File: config.mk
export PLATFORM = sky130hd
export DESIGN_NAME = sram_port_arbiter
export DESIGN_NICKNAME = d
export VERILOG_FILES = /design/src/rtl/sram_port_arbiter_pkg.sv /design/src/rtl/sram_port_arbiter_starve_counter.sv /design/src/rtl/sram_port_arbiter.sv
export SDC_FILE = /design/constraint.sdc
export NUM_CORES = 1
export LEC_CHECK = 0
export ABC_CLOCK_PERIOD_IN_PS = 9500
export CORE_AREA = 2 2 105 107
export CTS_BUF_LIST = sky130_fd_sc_hd__clkbuf_8
export DETAILED_ROUTE_END_ITERATION = 12
export DIE_AREA = 0 0 107 109
export PLACE_DENSITY_LB_ADDON = 0.12
export SYNTH_ARGS = -nofsm -noshare
export SYNTH_HDL_FRONTEND = slang
export SYNTH_SLANG_ARGS = --single-unit
File: constraint.sdc
create_clock -name clk -period 9.5 [get_ports clk]
set_input_delay 1.9 -clock clk [delete_from_list [all_inputs] [get_ports clk]]
set_output_delay 1.9 -clock clk [all_outputs]
set_load 0.01 [all_outputs]
File: src/rtl/sram_port_arbiter_pkg.sv
// Shared encodings for the fetch/data SRAM port arbiter: grant owner,
// response-ownership FSM states and the d_we read constant.
package sram_port_arbiter_pkg;

   localparam int WE_W = 4;

   // All-zero byte enables mark a data read
   localparam logic [WE_W-1:0] WE_READ = '0;

   typedef enum logic [1:0] {
      OWN_NONE  = 2'd0,
      OWN_FETCH = 2'd1,
      OWN_DATA  = 2'd2
   } grant_owner_e;

   typedef enum logic [1:0] {
      IDLE   = 2'd0,
      I_RESP = 2'd1,
      D_RESP = 2'd2
   } resp_state_e;

   function automatic logic is_read(input logic [WE_W-1:0] we);
      return we == WE_READ;
   endfunction

endpackage

File: src/rtl/sram_port_arbiter_starve_counter.sv
// Saturating up-counter with synchronous clear; clear wins over increment.
module starve_counter #(
   parameter int MAX = 4,
   parameter int W   = 3
) (
   input  logic         clk,
   input  logic         reset,
   input  logic         clr_i,
   input  logic         inc_i,
   output logic [W-1:0] cnt_o
);

   logic [W-1:0] cnt_q, cnt_d;

   always_comb begin
      cnt_d = cnt_q;
      if (clr_i)
         cnt_d = '0;
      else if (inc_i && (cnt_q != W'(MAX)))
         cnt_d = cnt_q + 1'b1;
   end

   always_ff @(posedge clk or posedge reset) begin
      if (reset) cnt_q <= '0;
      else       cnt_q <= cnt_d;
   end

   assign cnt_o = cnt_q;

endmodule

File: src/rtl/sram_port_arbiter.sv
// Arbitrates a fetch port and a data port onto one single-port SRAM with
// 1-cycle read latency; data has priority until fetch has waited STARVE_MAX grants.
module sram_port_arbiter
   import sram_port_arbiter_pkg::*;
#(
   parameter int ADDR_W     = 32,
   parameter int DATA_W     = 32,
   parameter int STARVE_MAX = 4
) (
   input  logic              clk,
   input  logic              reset,
   input  logic              i_req,
   input  logic [ADDR_W-1:0] i_addr,
   output logic              i_gnt,
   output logic              i_rvalid,
   output logic [DATA_W-1:0] i_rdata,
   input  logic              d_req,
   input  logic [WE_W-1:0]   d_we,
   input  logic [ADDR_W-1:0] d_addr,
   input  logic [DATA_W-1:0] d_wdata,
   output logic              d_gnt,
   output logic              d_rvalid,
   output logic [DATA_W-1:0] d_rdata,
   output logic              m_en,
   output logic [WE_W-1:0]   m_we,
   output logic [ADDR_W-1:0] m_addr,
   output logic [DATA_W-1:0] m_wdata,
   input  logic [DATA_W-1:0] m_rdata
);

   localparam int CNT_W = (STARVE_MAX < 1) ? 1 : $clog2(STARVE_MAX + 1);

   logic [CNT_W-1:0] starve_cnt;
   logic             fetch_pri;
   grant_owner_e     owner;
   resp_state_e      state_q;
   logic [DATA_W-1:0] i_hold_q, d_hold_q;

   assign fetch_pri = (starve_cnt == CNT_W'(STARVE_MAX));

   // Grants are suppressed while reset is asserted so every output reads 0
   always_comb begin
      owner = OWN_NONE;
      if (!reset) begin
         if (i_req && (!d_req || fetch_pri)) owner = OWN_FETCH;
         else if (d_req)                     owner = OWN_DATA;
      end
   end

   assign i_gnt = (owner == OWN_FETCH);
   assign d_gnt = (owner == OWN_DATA);

   always_comb begin
      m_en    = 1'b0;
      m_we    = '0;
      m_addr  = '0;
      m_wdata = '0;
      case (owner)
         OWN_FETCH: begin
            m_en   = 1'b1;
            m_addr = i_addr;
         end
         OWN_DATA: begin
            m_en    = 1'b1;
            m_we    = d_we;
            m_addr  = d_addr;
            m_wdata = d_wdata;
         end
         default: ;
      endcase
   end

   starve_counter #(
      .MAX (STARVE_MAX),
      .W   (CNT_W)
   ) u_starve (
      .clk   (clk),
      .reset (reset),
      .clr_i (i_gnt | ~i_req),
      .inc_i (d_gnt & i_req),
      .cnt_o (starve_cnt)
   );

   // Response owner for the next cycle; writes complete at the grant edge
   always_ff @(posedge clk or posedge reset) begin
      if (reset) begin
         state_q  <= IDLE;
         i_hold_q <= '0;
         d_hold_q <= '0;
      end else begin
         if (state_q == I_RESP) i_hold_q <= m_rdata;
         if (state_q == D_RESP) d_hold_q <= m_rdata;
         case (owner)
            OWN_FETCH: state_q <= I_RESP;
            OWN_DATA:  state_q <= is_read(d_we) ? D_RESP : IDLE;
            default:   state_q <= IDLE;
         endcase
      end
   end

   assign i_rvalid = (state_q == I_RESP);
   assign d_rvalid = (state_q == D_RESP);
   assign i_rdata  = i_rvalid ? m_rdata : i_hold_q;
   assign d_rdata  = d_rvalid ? m_rdata : d_hold_q;

endmodule

==> results of run 1 <==
-- flip-flops by register name (all words and copies together) (netlist names) --
register / count
i_hold_q: 32
u_starve.cnt_o: 3
state_q: 2
d_hold_q: 32
-- worst max path at each step --
stage	start	end	slack (ns)	cells after the start
after floorplan	reset	m_addr[0]	2.84	7
after global placement	reset	m_addr[5]	2.17	8
after detailed placement	reset	m_addr[5]	2.12	8
after CTS	reset	m_addr[5]	2.13	8
after global routing	reset	m_addr[5]	1.80	8
final	reset	m_addr[5]	2.13	8
-- area by class of cell --
| class | count | area, sq um | area share |
|---|---|---|---|
| clock buffers | 9 | 123.9 | 0.01940 |
| clock inverters | 7 | 73.82 | 0.01156 |
| inverters | 6 | 22.52 | 0.003527 |
| multi-input cells | 190 | 1525 | 0.2389 |
| flip-flops and latches | 69 | 1727 | 0.2704 |
| well taps | 140 | 175.2 | 0.02743 |
| repair buffers | 274 | 2738 | 0.4288 |
-- metal layers --
| metal | vias up | routed length (um) |
|---|---|---|
| met2 | 146 | 6396 |
| met1 | 1563 | 4287 |
| met4 | 0 | 184 |
| met5 | - | 0 |
| li1 | 1523 | - |
| met3 | 13 | 1021 |
-- cell usage in the layout, fill, tap and decap left out --
| cell type | instances |
|---|---|
| a211o_1 | 1 |
| a211oi_1 | 1 |
| a21oi_1 | 2 |
| a22oi_1 | 32 |
| and2_1 | 36 |
| and3_1 | 2 |
| buf_4 | 2 |
| bufinv_16 | 1 |
| clkbuf_8 | 9 |
| clkdlybuf4s50_1 | 272 |
| clkinv_2 | 2 |
| clkinv_4 | 2 |
| clkinvlp_4 | 1 |
| dfrtp_1 | 69 |
| ha_1 | 6 |
| inv_1 | 5 |
| inv_2 | 1 |
| inv_6 | 1 |
| mux2_2 | 64 |
| nand2_1 | 4 |
| nand2b_2 | 1 |
| nand3_1 | 2 |
| nor2_1 | 32 |
| nor2b_4 | 1 |
| nor4_1 | 1 |
| o21ba_2 | 1 |
| o22ai_2 | 1 |
| or3_1 | 1 |
| or3b_2 | 1 |
| or4b_4 | 1 |
-- power groups by stage --
stage          Sequential (uW)  Combinational, uW  Clock, uW
2_1_floorplan              355                122          0
5_1_grt                    359                334        255
4_1_cts                    354                318        241
6_report                   353                314        231
3_5_place_dp               360                316          0
3_3_place_gp               357                314          0
-- worst max-delay path, cell delays in order --
cell	delay [ns]
clkdlybuf4s50_1	0.54
inv_2	0.08
buf_4	0.64
and3_1	0.30
ha_1	0.93
a22oi_1	0.27
nor2_1	0.16
clkdlybuf4s50_1	0.57
-- per-stage QoR --
step	hold WS, ns	setup WS, ns	instances
after floorplan	0.5121	2.837	288
after global placement	0.4770	2.171	679
after detailed placement	0.4823	2.120	679
after CTS	0.5017	2.126	695
after global routing	0.5079	1.799	695
final	0.4976	2.134	695
-- cells by family after synthesis --
logic type / Yosys count
compound gates: 38
fa+ha+maj: 6
buf+inv: 29
flops: 69
mux: 64
simple gates: 82
==> impl_metrics.toml, run 1 <==
[status]
run_status = "finished clean"

[die]
coreArea_sq_um = 10600
rows = 38
dieWidth_um = 107
floorplan.die_area_sq_um = 11660
ios = 273
die_h_um = 109
initial_utilization = 0.3213

[layout]
num-nets-final = 692
drive_gt1_frac = 0.1604
n_fill_cell = 905
final_util = 0.6022
antenna-diode-count = 0
final_area_sq_um = 6385
syn2layout_area_growth_pct = 87.40

[logic_synthesis]
mappedNetlistArea_sq_um = 3407
synthesized_area_fraction_occupied_by_and_or_nand_nor_cells = 0.1263
synth.most_common_cell = "dfrtp_1"
synthXorXnorAreaFrac = 0
synthAdderAreaFrac = 0.02203
ys_ff_latch = 69
ys.warnings.count = 0
yosys_most_used_dff = "dfrtp_1"
synth-async-reset-ratio = 1.000
seq_area_frac_synth = 0.5068
netlist.top_cell.by_area = "dfrtp_1"
synth.top_cells.by_count = "69 x dfrtp_1, 64 x mux2_2, 36 x and2_1, 32 x a22oi_1, 32 x nor2_1"
mappedNetlistNets = 430
synthDominantCellAreaShare = 0.5068
synth_top_family_by_area = "multiplexers"
synth_enable_flop_cells = 0
synthMuxAreaShare = 0.2115
post_synth_num_cell_types = 25
post_synth_inst_count = 288
synth_top_cells_by_area = "dfrtp_1 51%, mux2_2 21%, a22oi_1 7.1%"
synth_compound_area_frac = 0.08483
syn_avg_cell_area_sq_um = 11.83

[worst_setup_path]
crit_required_ns = 7.60
r2r-start = "u_starve.cnt_o[0]$_DFFE_PP0P_"
regToRegSetupSlack_ns = 7.05
cp_data_arrival_time_ns = 5.47
worst-path-max-fanout = 71
critPathKind = "primary input to primary output"
sort_of_element_at_the_end_of_the_critical_path = "primary output"
startpoint_type = "primary input"
r2r.worst_path.cells = 7
r2r_end = "state_q[1]$_DFF_PP0_"

[clock_network]
cts_tree = "yes"
cts_root_buf = "clkbuf_8"
post_cts_resize_count = 0
cts_htree_levels = 3
postCtsSetupRepairBufs = 0
cts-buffers-inserted = 9
cts_hold_repair.buffers = 0
cts.reportedPaths.clkPinSlew_ns = 0.07
cts.sink_count = 69
clock_latency_on_the_worst_skew_pair_ns = 0.33
max-clock-path-buffers = 2

[detailed_routing]
antenna_left = 0
drcViolationCount = 0
routed-via-count = 3245
vias_per_cell = 4.669
drt_first_pass_iters = 4
drt-total-wl_um = 11890
detail_route.wl_per_cell_um = 17.11
drtIter0Drc = 118

[timing]
setup_repair_after_global_routing_missed_its_margin = "no"
timing.final.max_slew_violations = 0
period_needed_ns = 7.366
maxSlewHeadroom = 0.2301
setup_viol = 0
finalSetupTns_ns = 0
finClkSkew_ns = 0.008698
transition_time_at_the_pin_with_the_least_slew_margin_ns = 1.155
max_freq_mhz = 135.8
post-route-period-util = 0.7754
hold_viol = 0

[power_and_ir_drop]
total_power_uw = 897.8
switching_component_of_the_power_uw = 239.5
power.leakage_uw = 0.002529
largest_voltage_drop_on_the_vdd_net_mv = 0.06839
fraction_of_power_consumed_by_the_clock_network = 0.257
internal-power_uw = 658.3
switching_share = 0.2668
p_comb_frac = 0.350
pwr-share-seq = 0.393
power.density_nw_per_um2 = 140.6

[grt]
grt.met2_usage = 0.3635
first_pass_grt_wire_length_um = 17460
grt.met3_usage = 0.06276
grt_start_max_net_pins = 72
vias_in_the_first_global_route = 3293
groute.layer.met1.usage = 0.2134
global_route.overflow_total = 0
overall_global_routing_resource_usage = 0.1969
busiest_layer = "met2"
grt_antenna_before_repair = 0

[placed_design]
dp_hpwl_um = 9407
place.gp.congestion = 0.8535
port_buffers = 272
post_dp_cell_area_sq_um = 6187

[worst_hold_path]
worst_hold_path.endpoint = "d_hold_q[4]$_DFF_PP0_"
hold_path_startpoint = "d_hold_q[4]$_DFF_PP0_"
hold_depth = 1
timing.hold.worst.class = "flip-flop to flip-flop"

[run]
max-cap-violations = 0
Note: power is estimated with default switching activity, not from simulation.
==> run 2: changes to the inputs <==
- ABC_CLOCK_PERIOD_IN_PS: 9500 -> 5900
- CORE_AREA: 2 2 105 107 -> default
- CORE_ASPECT_RATIO: default -> 1.25
- CORE_MARGIN: default -> 1.5
- CORE_UTILIZATION: default -> 31
- DIE_AREA: 0 0 107 109 -> default
- clock period: 9.5 -> 5.9 ns (I/O delays scaled with it)
==> run 2 against run 1 <==
  * Clock skew barely moved
  * Sequential share of layout area rose by 0.19 points
  * Combinational power rose by 61%
  * Clock-buffer cell count did not move
  * Power rose by 55%
  * Critical path depth fell by 3
  * Critical endpoint is now m_addr[16]
  * Hold slack got worse by 0.0012 ns
  * Global-route usage rose by 0.59 points
  * Clock power rose by 38%
  * Utilization fell by 0.78 points
  * Worst setup slack got worse by 1.2 ns
==> impl_metrics.toml, run 2 (same netlist as run 1, synthesis figures left out) <==
[worst_setup_path]
startpoint_type = "primary input"
cp_data_arrival_time_ns = 3.77
worst-path-max-fanout = 33
crit_required_ns = 4.72
critPathKind = "primary input to primary output"
sort_of_element_at_the_end_of_the_critical_path = "primary output"

[die]
coreArea_sq_um = 10670
floorplan.die_area_sq_um = 11630
ios = 273
dieWidth_um = 96.77
die_h_um = 120.2
initial_utilization = 0.3194
rows = 42

[layout]
most-common-layout-cells = "272 x clkdlybuf4s50_1, 69 x dfrtp_1, 64 x mux2_2"
instances_no_fill = 687
n_fill_cell = 908
final-seq-area_sq_um = 1727
layout.cells.most_common = "clkdlybuf4s50_1"
drive_gt1_frac = 0.1586
final_util = 0.5944
multi_input_comb_area_sq_um = 1525
num-nets-final = 693
antenna-diode-count = 0
syn2layout_area_growth_pct = 86.12

[detailed_routing]
antenna_left = 0
vias_per_cell = 4.725
detail_route.wl_per_cell_um = 17.14
drt_first_pass_iters = 4
drcViolationCount = 0
routed-via-count = 3246
drtIter0Drc = 95
drt-total-wl_um = 11780

[timing]
period_needed_ns = 4.948
hold_viol = 0
post-route-period-util = 0.8386
timing.final.max_slew_violations = 0
setup_viol = 0
maxSlewHeadroom = 0.2757
max_freq_mhz = 202.1
hold_ws_ns = 0.4964
setup_repair_after_global_routing_missed_its_margin = "no"
transition_time_at_the_pin_with_the_least_slew_margin_ns = 1.086
finalSetupTns_ns = 0
finClkSkew_ns = 0.009057

[clock_network]
cts.sink_count = 69
cts-buffers-inserted = 9
cts_root_buf = "clkbuf_8"
postCtsSetupRepairBufs = 0
cts_tree = "yes"
cts_hold_repair.buffers = 0
cts.reportedPaths.clkPinSlew_ns = 0.07
cts_htree_levels = 3
clock_latency_on_the_worst_skew_pair_ns = 0.34
post_cts_resize_count = 0
max-clock-path-buffers = 2

[run]
max-cap-violations = 0

[status]
run_status = "finished clean"

[grt]
first_pass_grt_wire_length_um = 18510
vias_in_the_first_global_route = 3405
global_route.overflow_total = 0
overall_global_routing_resource_usage = 0.2028
grt_start_max_net_pins = 70
grt_antenna_before_repair = 0

[worst_hold_path]
timing.hold.worst.class = "flip-flop to flip-flop"

[power_and_ir_drop]
largest_voltage_drop_on_the_vdd_net_mv = 0.09783
power.leakage_uw = 0.002525
total_power_uw = 1393
power.density_nw_per_um2 = 219.6

[placed_design]
place.gp.congestion = 0.7732
dp_hpwl_um = 9185
port_buffers = 272
place.detailed.instances = 672
==> run 2: changes by cell type in the layout (fill, tap and decap cells not counted) <==
cell	before	now
clkinvlp_4	1	0
inv_6	1	0
buf_4	2	3
inv_1	5	6
clkinv_2	2	4
clkinv_4	2	1
bufinv_16	1	0
==> run 2: layout make-up <==
type / instances / area share
Inverter: 6 / 0.003552
Clock inverter: 6 / 0.005130
Timing Repair Buffer: 275 / 0.4329
Clock buffer: 9 / 0.01953
Multi-Input combinational cell: 190 / 0.2405
Tap cell: 132 / 0.02605
Sequential cell: 69 / 0.2723
==> run 2: per-stage QoR <==
stage,instance area (sq um),setup slack (ns)
3_5_place_dp,6185,0.9017
5_1_grt,6341,0.7200
2_1_floorplan,3407,0.6767
4_1_cts,6341,0.8997
6_report,6341,0.9524
3_3_place_gp,6185,0.9453
==> run 2: where the power goes <==
group          internal [uW]  leakage, uW  switching [uW]  total, uW
logic                    314      0.00161             193        506
registers                550     0.000821            18.3        568
clock network            146    0.0000898             172        318
total                   1010      0.00252             383       1390
==> run 2: worst max-delay path, cell delays in order <==
cell             delay (ns)
clkdlybuf4s50_1        0.54
a211o_1                0.35
ha_1                   1.02
nor2_1                 0.12
clkdlybuf4s50_1        0.55
==> run 2: per-layer routing <==
layer | GRT usage | wire length (um)
met5 | 0 | 0
met4 | 0.07609 | 285
met3 | 0.05665 | 863
met2 | 0.3400 | 6007
met1 | 0.2488 | 4621
==> run 2: worst paths after layout <==
check                                         startpoint                endpoint  slack, ns  cells after the start
max                                                reset              m_addr[16]       0.95                      5
min in group asynchronous                          reset    state_q[1]$_DFF_PP0_       1.61                      3
min reg2reg                        d_hold_q[5]$_DFF_PP0_   d_hold_q[5]$_DFF_PP0_       0.50                      1
max in group asynchronous                          reset  i_hold_q[25]$_DFF_PP0_       3.67                      3
max reg2reg                u_starve.cnt_o[0]$_DFFE_PP0P_    state_q[1]$_DFF_PP0_       3.39                      7
min                                d_hold_q[5]$_DFF_PP0_   d_hold_q[5]$_DFF_PP0_       0.50                      1
